`src/rtl/pixel_stream_gen_if.sv`:
```
// Pixel bus between the synthetic transmitter and the receive path:
// frame valid, line valid and 10-bit pixel data.
interface pixel_stream_gen_if;
    logic       fv;
    logic       lv;
    logic [9:0] pix_data;

    modport master (output fv, lv, pix_data);
    modport slave  (input  fv, lv, pix_data);
endinterface

```
`src/rtl/pixel_stream_gen.sv`:
```
// Synthetic camera-side transmitter: produces fv/lv framing and 10-bit test
// patterns with programmable active size, blanking and lead-in timing.
// Every output is registered and is computed from the next-state values, so
// lv and pix_data change on the same edge with no skew between them.
module pixel_stream_gen #(
    parameter int ACTIVE_W = 640,
    parameter int ACTIVE_H = 480,
    parameter int H_BLANK  = 16,
    parameter int V_BLANK  = 4,
    parameter int FV_LEAD  = 2
) (
    input  logic                      clk,
    input  logic                      rst_n,
    input  logic                      enable,
    input  logic [1:0]                pattern_sel,
    input  logic [9:0]                const_value,
    pixel_stream_gen_if.master        px,
    output logic [15:0]               frame_count,
    output logic                      busy
);
    localparam int XW    = (ACTIVE_W > 1) ? $clog2(ACTIVE_W) : 1;
    localparam int YW    = (ACTIVE_H > 1) ? $clog2(ACTIVE_H) : 1;
    localparam int BMAX0 = (H_BLANK > V_BLANK) ? H_BLANK : V_BLANK;
    localparam int BMAX  = (BMAX0 > FV_LEAD) ? BMAX0 : FV_LEAD;
    localparam int BW    = (BMAX > 1) ? $clog2(BMAX) : 1;

    typedef enum logic [2:0] {
        S_IDLE, S_V_LEAD, S_ACTIVE, S_H_BLANK, S_V_BLANK
    } state_t;

    state_t          state_q, state_d;
    logic [XW-1:0]   x_q, x_d;
    logic [YW-1:0]   y_q, y_d;
    logic [BW-1:0]   cnt_q, cnt_d;
    logic [1:0]      pat_q, pat_d;
    logic [9:0]      cval_q, cval_d;
    logic [15:0]     frame_count_q, frame_count_d;
    logic            fv_q, fv_d;
    logic            lv_q, lv_d;
    logic [9:0]      pix_q, pix_d;
    logic            busy_q, busy_d;
    logic [31:0]     x_ext, y_ext;

    // State register
    always_ff @(posedge clk or negedge rst_n) begin
        if (!rst_n) state_q <= S_IDLE;
        else        state_q <= state_d;
    end

    // Next-state, counters and pattern latch; a new frame always starts at x=y=0
    always_comb begin
        state_d       = state_q;
        x_d           = x_q;
        y_d           = y_q;
        cnt_d         = cnt_q;
        pat_d         = pat_q;
        cval_d        = cval_q;
        frame_count_d = frame_count_q;
        unique case (state_q)
            S_IDLE: begin
                if (enable) begin
                    state_d = S_V_LEAD;
                    pat_d   = pattern_sel;
                    cval_d  = const_value;
                    x_d     = '0;
                    y_d     = '0;
                    cnt_d   = '0;
                end
            end
            S_V_LEAD: begin
                if (cnt_q == BW'(FV_LEAD - 1)) begin
                    state_d = S_ACTIVE;
                    cnt_d   = '0;
                end else begin
                    cnt_d = cnt_q + BW'(1);
                end
            end
            S_ACTIVE: begin
                if (x_q == XW'(ACTIVE_W - 1)) begin
                    x_d   = '0;
                    cnt_d = '0;
                    if (y_q < YW'(ACTIVE_H - 1)) begin
                        state_d = S_H_BLANK;
                        y_d     = y_q + YW'(1);
                    end else begin
                        state_d       = S_V_BLANK;
                        frame_count_d = frame_count_q + 16'd1;
                    end
                end else begin
                    x_d = x_q + XW'(1);
                end
            end
            S_H_BLANK: begin
                if (cnt_q == BW'(H_BLANK - 1)) begin
                    state_d = S_ACTIVE;
                    cnt_d   = '0;
                end else begin
                    cnt_d = cnt_q + BW'(1);
                end
            end
            S_V_BLANK: begin
                if (cnt_q == BW'(V_BLANK - 1)) begin
                    cnt_d = '0;
                    if (enable) begin
                        state_d = S_V_LEAD;
                        pat_d   = pattern_sel;
                        cval_d  = const_value;
                        x_d     = '0;
                        y_d     = '0;
                    end else begin
                        state_d = S_IDLE;
                    end
                end else begin
                    cnt_d = cnt_q + BW'(1);
                end
            end
            default: state_d = S_IDLE;
        endcase
    end

    // Output decode from next state; pixel forced to 0 outside active lines
    always_comb begin
        x_ext  = 32'(x_d);
        y_ext  = 32'(y_d);
        fv_d   = (state_d == S_V_LEAD) || (state_d == S_ACTIVE) || (state_d == S_H_BLANK);
        lv_d   = (state_d == S_ACTIVE);
        busy_d = (state_d != S_IDLE);
        pix_d  = '0;
        if (lv_d) begin
            unique case (pat_d)
                2'd0:    pix_d = 10'(x_ext + y_ext);
                2'd1:    pix_d = cval_d;
                2'd2:    pix_d = (x_ext[3] ^ y_ext[3]) ? 10'h3FF : 10'h000;
                default: pix_d = frame_count_q[9:0];
            endcase
        end
    end

    // Datapath and registered outputs
    always_ff @(posedge clk or negedge rst_n) begin
        if (!rst_n) begin
            x_q           <= '0;
            y_q           <= '0;
            cnt_q         <= '0;
            pat_q         <= '0;
            cval_q        <= '0;
            frame_count_q <= '0;
            fv_q          <= 1'b0;
            lv_q          <= 1'b0;
            pix_q         <= '0;
            busy_q        <= 1'b0;
        end else begin
            x_q           <= x_d;
            y_q           <= y_d;
            cnt_q         <= cnt_d;
            pat_q         <= pat_d;
            cval_q        <= cval_d;
            frame_count_q <= frame_count_d;
            fv_q          <= fv_d;
            lv_q          <= lv_d;
            pix_q         <= pix_d;
            busy_q        <= busy_d;
        end
    end

    assign px.fv       = fv_q;
    assign px.lv       = lv_q;
    assign px.pix_data = pix_q;
    assign frame_count = frame_count_q;
    assign busy        = busy_q;
endmodule
```
`src/flat_wrapper.sv`:
```
// flat-port wrapper written by rule: the top's interface ports become plain ports
module pixel_stream_gen_flat 
#(
    parameter int ACTIVE_W = 640,
    parameter int ACTIVE_H = 480,
    parameter int H_BLANK  = 16,
    parameter int V_BLANK  = 4,
    parameter int FV_LEAD  = 2
)
  (clk, rst_n, enable, pattern_sel, const_value, frame_count, busy, px_fv, px_lv, px_pix_data);
  pixel_stream_gen_if px_i ();
  input  logic clk;
  input  logic rst_n;
  input  logic enable;
  input  logic [1:0] pattern_sel;
  input  logic [9:0] const_value;
  output logic [15:0] frame_count;
  output logic busy;
  output wire logic [$bits(px_i.fv)-1:0] px_fv;
  output wire logic [$bits(px_i.lv)-1:0] px_lv;
  output wire logic [$bits(px_i.pix_data)-1:0] px_pix_data;
  assign px_fv = px_i.fv;
  assign px_lv = px_i.lv;
  assign px_pix_data = px_i.pix_data;
  pixel_stream_gen #(.ACTIVE_W(ACTIVE_W), .ACTIVE_H(ACTIVE_H), .H_BLANK(H_BLANK), .V_BLANK(V_BLANK), .FV_LEAD(FV_LEAD)) u_core (.clk(clk), .rst_n(rst_n), .enable(enable), .pattern_sel(pattern_sel), .const_value(const_value), .px(px_i), .frame_count(frame_count), .busy(busy));
endmodule
```
`config.mk`:
```
export PLATFORM = sky130hd
export DESIGN_NAME = pixel_stream_gen_flat
export DESIGN_NICKNAME = d
export VERILOG_FILES = /design/src/rtl/pixel_stream_gen_if.sv /design/src/rtl/pixel_stream_gen.sv /design/src/flat_wrapper.sv
export SDC_FILE = /design/constraint.sdc
export NUM_CORES = 1
export LEC_CHECK = 0
export ABC_CLOCK_PERIOD_IN_PS = 4990
export CORE_MARGIN = 8
export CORE_UTILIZATION = 48
export CTS_CLUSTER_SIZE = 20
export DETAILED_ROUTE_END_ITERATION = 10
export PLACE_DENSITY = 0.78
export SETUP_SLACK_MARGIN = 0.05
export SLEW_MARGIN = 20
export SYNTH_ARGS = -nofsm -noshare
export SYNTH_HDL_FRONTEND = slang
export SYNTH_SLANG_ARGS = --single-unit
```
`constraint.sdc`:
```
create_clock -name clk -period 4.99 [get_ports clk]
set_input_delay 1.497 -clock clk [delete_from_list [all_inputs] [get_ports clk]]
set_output_delay 1.497 -clock clk [all_outputs]
set_load 0.01 [all_outputs]
```
==> results by group <==
Placed design
  – Placed cell area: ~0.0042 sq mm
  – Dpl hpwl: 6.932 mm
  – IO buf count: 43
  – RePlAce Congestion: 0.8898

Global routing
  – Total grt overflow: 0
  – GRT Resource Usage Total: about 18%
  – Initial antenna violation count: 0
  – Vias in the first global route: approximately 3200
  – First-pass GRT wire length: between 15 and 20 mm
  – Largest net degree at the start of global routing: slightly above 40

Cells and area
  – ANT cells: 0
  – Fill cells: approximately 660
  – Post-layout nets: between 400 and 500
  – Share of cells above drive strength 1: between 10% and 20%
  – Area delta synth->final: 20.76%
  – Finished Cell Area: 0.004462 sq mm

Synth
  – Ys flop type: dfrtp_1
  – Mapped Cells: around 380
  – Netlist cell types: 55
  – Post-synth EDFFs: 0
  – Largest family of logic cells by synthesized area: compound AO/OA/AOI/OAI gates
  – Post-synthesis adder-cell area fraction: approximately 5.3%
  – Synth Area in Simple Gates: around 18%
  – Mapped Area: about 0.0037 sq mm
  – Synth async-reset ratio: 100.0%
  – Dominant cell type by area after synthesis: dfrtp_1
  – Post-synthesis xor/xnor area fraction: approximately 5.2%
  – Post-Syn Area per Cell: between 9 and 10 sq um
  – Register bit count reported by yosys: 67
  – Mux contribution to synthesized area: approximately 4.0%
  – Synth area leaders: dfrtp_1 45%, o21ai_0 4.9%, ha_1 4.7%
  – Post-synth net total: slightly above 400
  – Synth warn: 0
  – Post-synth top area share: between 40% and 50%
  – Post-synthesis compound-gate area fraction: between 10% and 20%
  – Post-synthesis sequential area ratio: 45.38%

Worst setup path
  – Data arrival time of the critical path: ~4.4 ns
  – Crit Path Class: in -> reg
  – Critical path fanouts, max: 7
  – Worst Path Required: 5.23 ns
  – Crit end category: flip-flop
  – Worst R2R Path Depth: 12
  – Startpoint types: input port

Clocking
  – CTS buffer count: 9
  – Clk Latency, worst-skew pair: roughly 0.35 ns
  – Post-CTS Setup Bufs: 0
  – Number of gates resized after cts: 0
  – Post-CTS Hold Fix Bufs: 0
  – Max clock buf depth: 2
  – Clock transition at path regs: about 0.070 ns
  – Root buf cell: clkbuf_8
  – CTS tree: yes
  – Sinks on Clock Net: 67
  – Max H-tree Level: 3

Route
  – Vias: around 3100
  – Drt total wl: approximately 9.4 mm
  – Vias per cell: between 5 and 6
  – DRC Markers: 0
  – Drt initial violations: 197
  – 1st-pass router iterations: 5
  – Avg WL per Cell: between 15 and 20 um
  – DRT antenna net count: 0

Timing
  – Final setup skew: 0.01173 ns
  – RSZ-0062 raised after global routing: no
  – Fin Setup TNS: 0 ns
  – Final Hold Viols: 0
  – WHS: around 0.5 ns
  – # setup viols final: 0
  – Worst-Margin Slew: roughly 0.90 ns
  – Minimum clock period: slightly above 4 ns
  – Final period utilization: between 80% and 90%
  – Worst slew margin: 40.09%
  – Slew Viols, Final: 0
  – Max Freq: around 240 MHz

Power
  – Pwr per Cell Area: roughly 250 mW/mm^2
  – Maximum vdd drop: around 0.27 mV
  – Leakage: between 1.5 and 2 nW

Floorplanning
  – Die height: about 100 um
  – Core area: roughly 0.0076 sq mm
  – FP Rows: 32
  – Die area: about 0.011 sq mm
  – Initial Utilization: between 40% and 50%
  – Ports: 44
  – Die W: between 100 and 150 um

Hold path
  – Hold Path Class: reg -> reg
  – WHS Path Cells: 1

Run status
  – Status: finished clean

Run
  – Max-cap viol count: 0
[placed cells by master, fill, tap and decap left out, drive strengths merged, types with 12 or more instances in the layout]
cell and count:
xnor2 15, nor2 21, ha 14, clkdlybuf4s50 42
o21ai 36, clkbuf 14, nand4 12, a21oi 19
mux2 13, nand3 15, nand2 37, dfrtp 67
[power breakdown]
| group | total (W) | internal (W) | leakage [nW] | switching (W) |
|---|---|---|---|---|
| sequential | 0.000558 | 0.000554 | 0.832 | 0.00000442 |
| clock | 0.000481 | 0.000283 | 0.109 | 0.000198 |
| combinational | 0.0000658 | 0.0000304 | 0.978 | 0.0000355 |
| total | 0.00110 | 0.000867 | 1.92 | 0.000238 |
[stage by stage]
stage | setup WS, ns | util [%] | cells | total power, W
CTS | 0.8857 | 58.65 | 531 | 0.001115
detailed placement | 0.5264 | 55.86 | 516 | 0.0006344
floorplan | 1.167 | - | 377 | 0.0005917
global placement | 0.6771 | 55.86 | 516 | 0.0006332
global route | 0.6449 | 58.65 | 531 | 0.001144
finish | 0.8365 | 58.65 | 531 | 0.001105
[worst paths after layout]
check                                                          end                                from  slack, ns
worst max-delay path               u_core.px.pix_data[9]$_DFF_PN0_                              enable       0.84
worst min-delay path            u_core.frame_count[15]$_DFFE_PN0P_  u_core.frame_count[15]$_DFFE_PN0P_       0.49
worst max register to register     u_core.px.pix_data[9]$_DFF_PN0_             u_core.x_q[0]$_DFF_PN0_       1.08
worst min register to register  u_core.frame_count[15]$_DFFE_PN0P_  u_core.frame_count[15]$_DFFE_PN0P_       0.49
max in group asynchronous          u_core.px.pix_data[8]$_DFF_PN0_                               rst_n       2.81
min in group asynchronous       u_core.frame_count[13]$_DFFE_PN0P_                               rst_n       1.28
[state kept, by name, summed over array words and instances (netlist names)]
register	flops
u_core.px.lv	1
u_core.y_q	9
u_core.state_q	3
u_core.x_q	10
u_core.cnt_q	4
u_core.pat_q	2
u_core.px.fv	1
u_core.frame_count	16
u_core.busy	1
u_core.cval_q	10
u_core.px.pix_data	10
[cells in the mapped netlist, types with 2 or more instances]
master and number:
nor3b_1 3, and3_1 6, dfrtp_1 67, o21ai_0 36, nor3_1 6, nand2_1 36
nand3_1 15, and4_1 3, nand2b_1 5, o221ai_1 4, o21a_1 4, o41ai_1 2
nor2b_1 8, a21boi_0 2, a21oi_1 18, a21o_1 6, a22o_1 2, buf_2 2
mux2_2 13, and2_1 4, a211oi_1 4, a31oi_1 9, nor2_1 21, nand4_1 11
o211a_1 3, o211ai_1 3, a211o_1 2, xnor2_1 15, inv_1 9, ha_1 14
o31ai_1 5, clkbuf_1 10, xor2_1 7
[worst max-delay path, stage by stage]
cell and delay (ns):
clkdlybuf4s50_1 0.50, nor2_1 0.08, a211oi_1 0.31, buf_4 0.22, o21ai_0 0.14, a22o_1 0.24, ha_1 0.31, a211oi_1 0.28
o21bai_1 0.14, o22ai_1 0.20, o21ai_0 0.15, xor2_1 0.16, a21o_1 0.16
[routing by layer]
layer / track usage, % / vias to the layer above / routed length (um)
li1: - / 1482 / -
met1: 21.84 / 1535 / 4237
met2: 28.78 / 103 / 4479
met3: 6.444 / 17 / 564
met4: 4.757 / 0 / 140
met5: 0 / - / 0
[cell families (layout without fill, tap and decap cells)]
group,Yosys count,count (layout)
multiplexers,13,13
AO/OA/AOI/OAI,110,110
AND/OR/NAND/NOR,127,127
buffers and inverters,23,75
XOR/XNOR,22,22
adder cells (fa/ha/maj),15,15
flip-flops,67,67
[area by class of cell]
cell class	instances	area (sq um)	area share, %
Timing Repair Buffer	50	478.0	10.71
Clock inverter	1	30.03	0.6730
Tap cell	102	127.6	2.860
Clock buffer	14	182.7	4.094
Inverter	10	37.54	0.8413
Sequential cell	67	1677	37.58
Multi-Input combinational cell	287	1929	43.24
No activity file was read; power rests on OpenSTA's default activity.
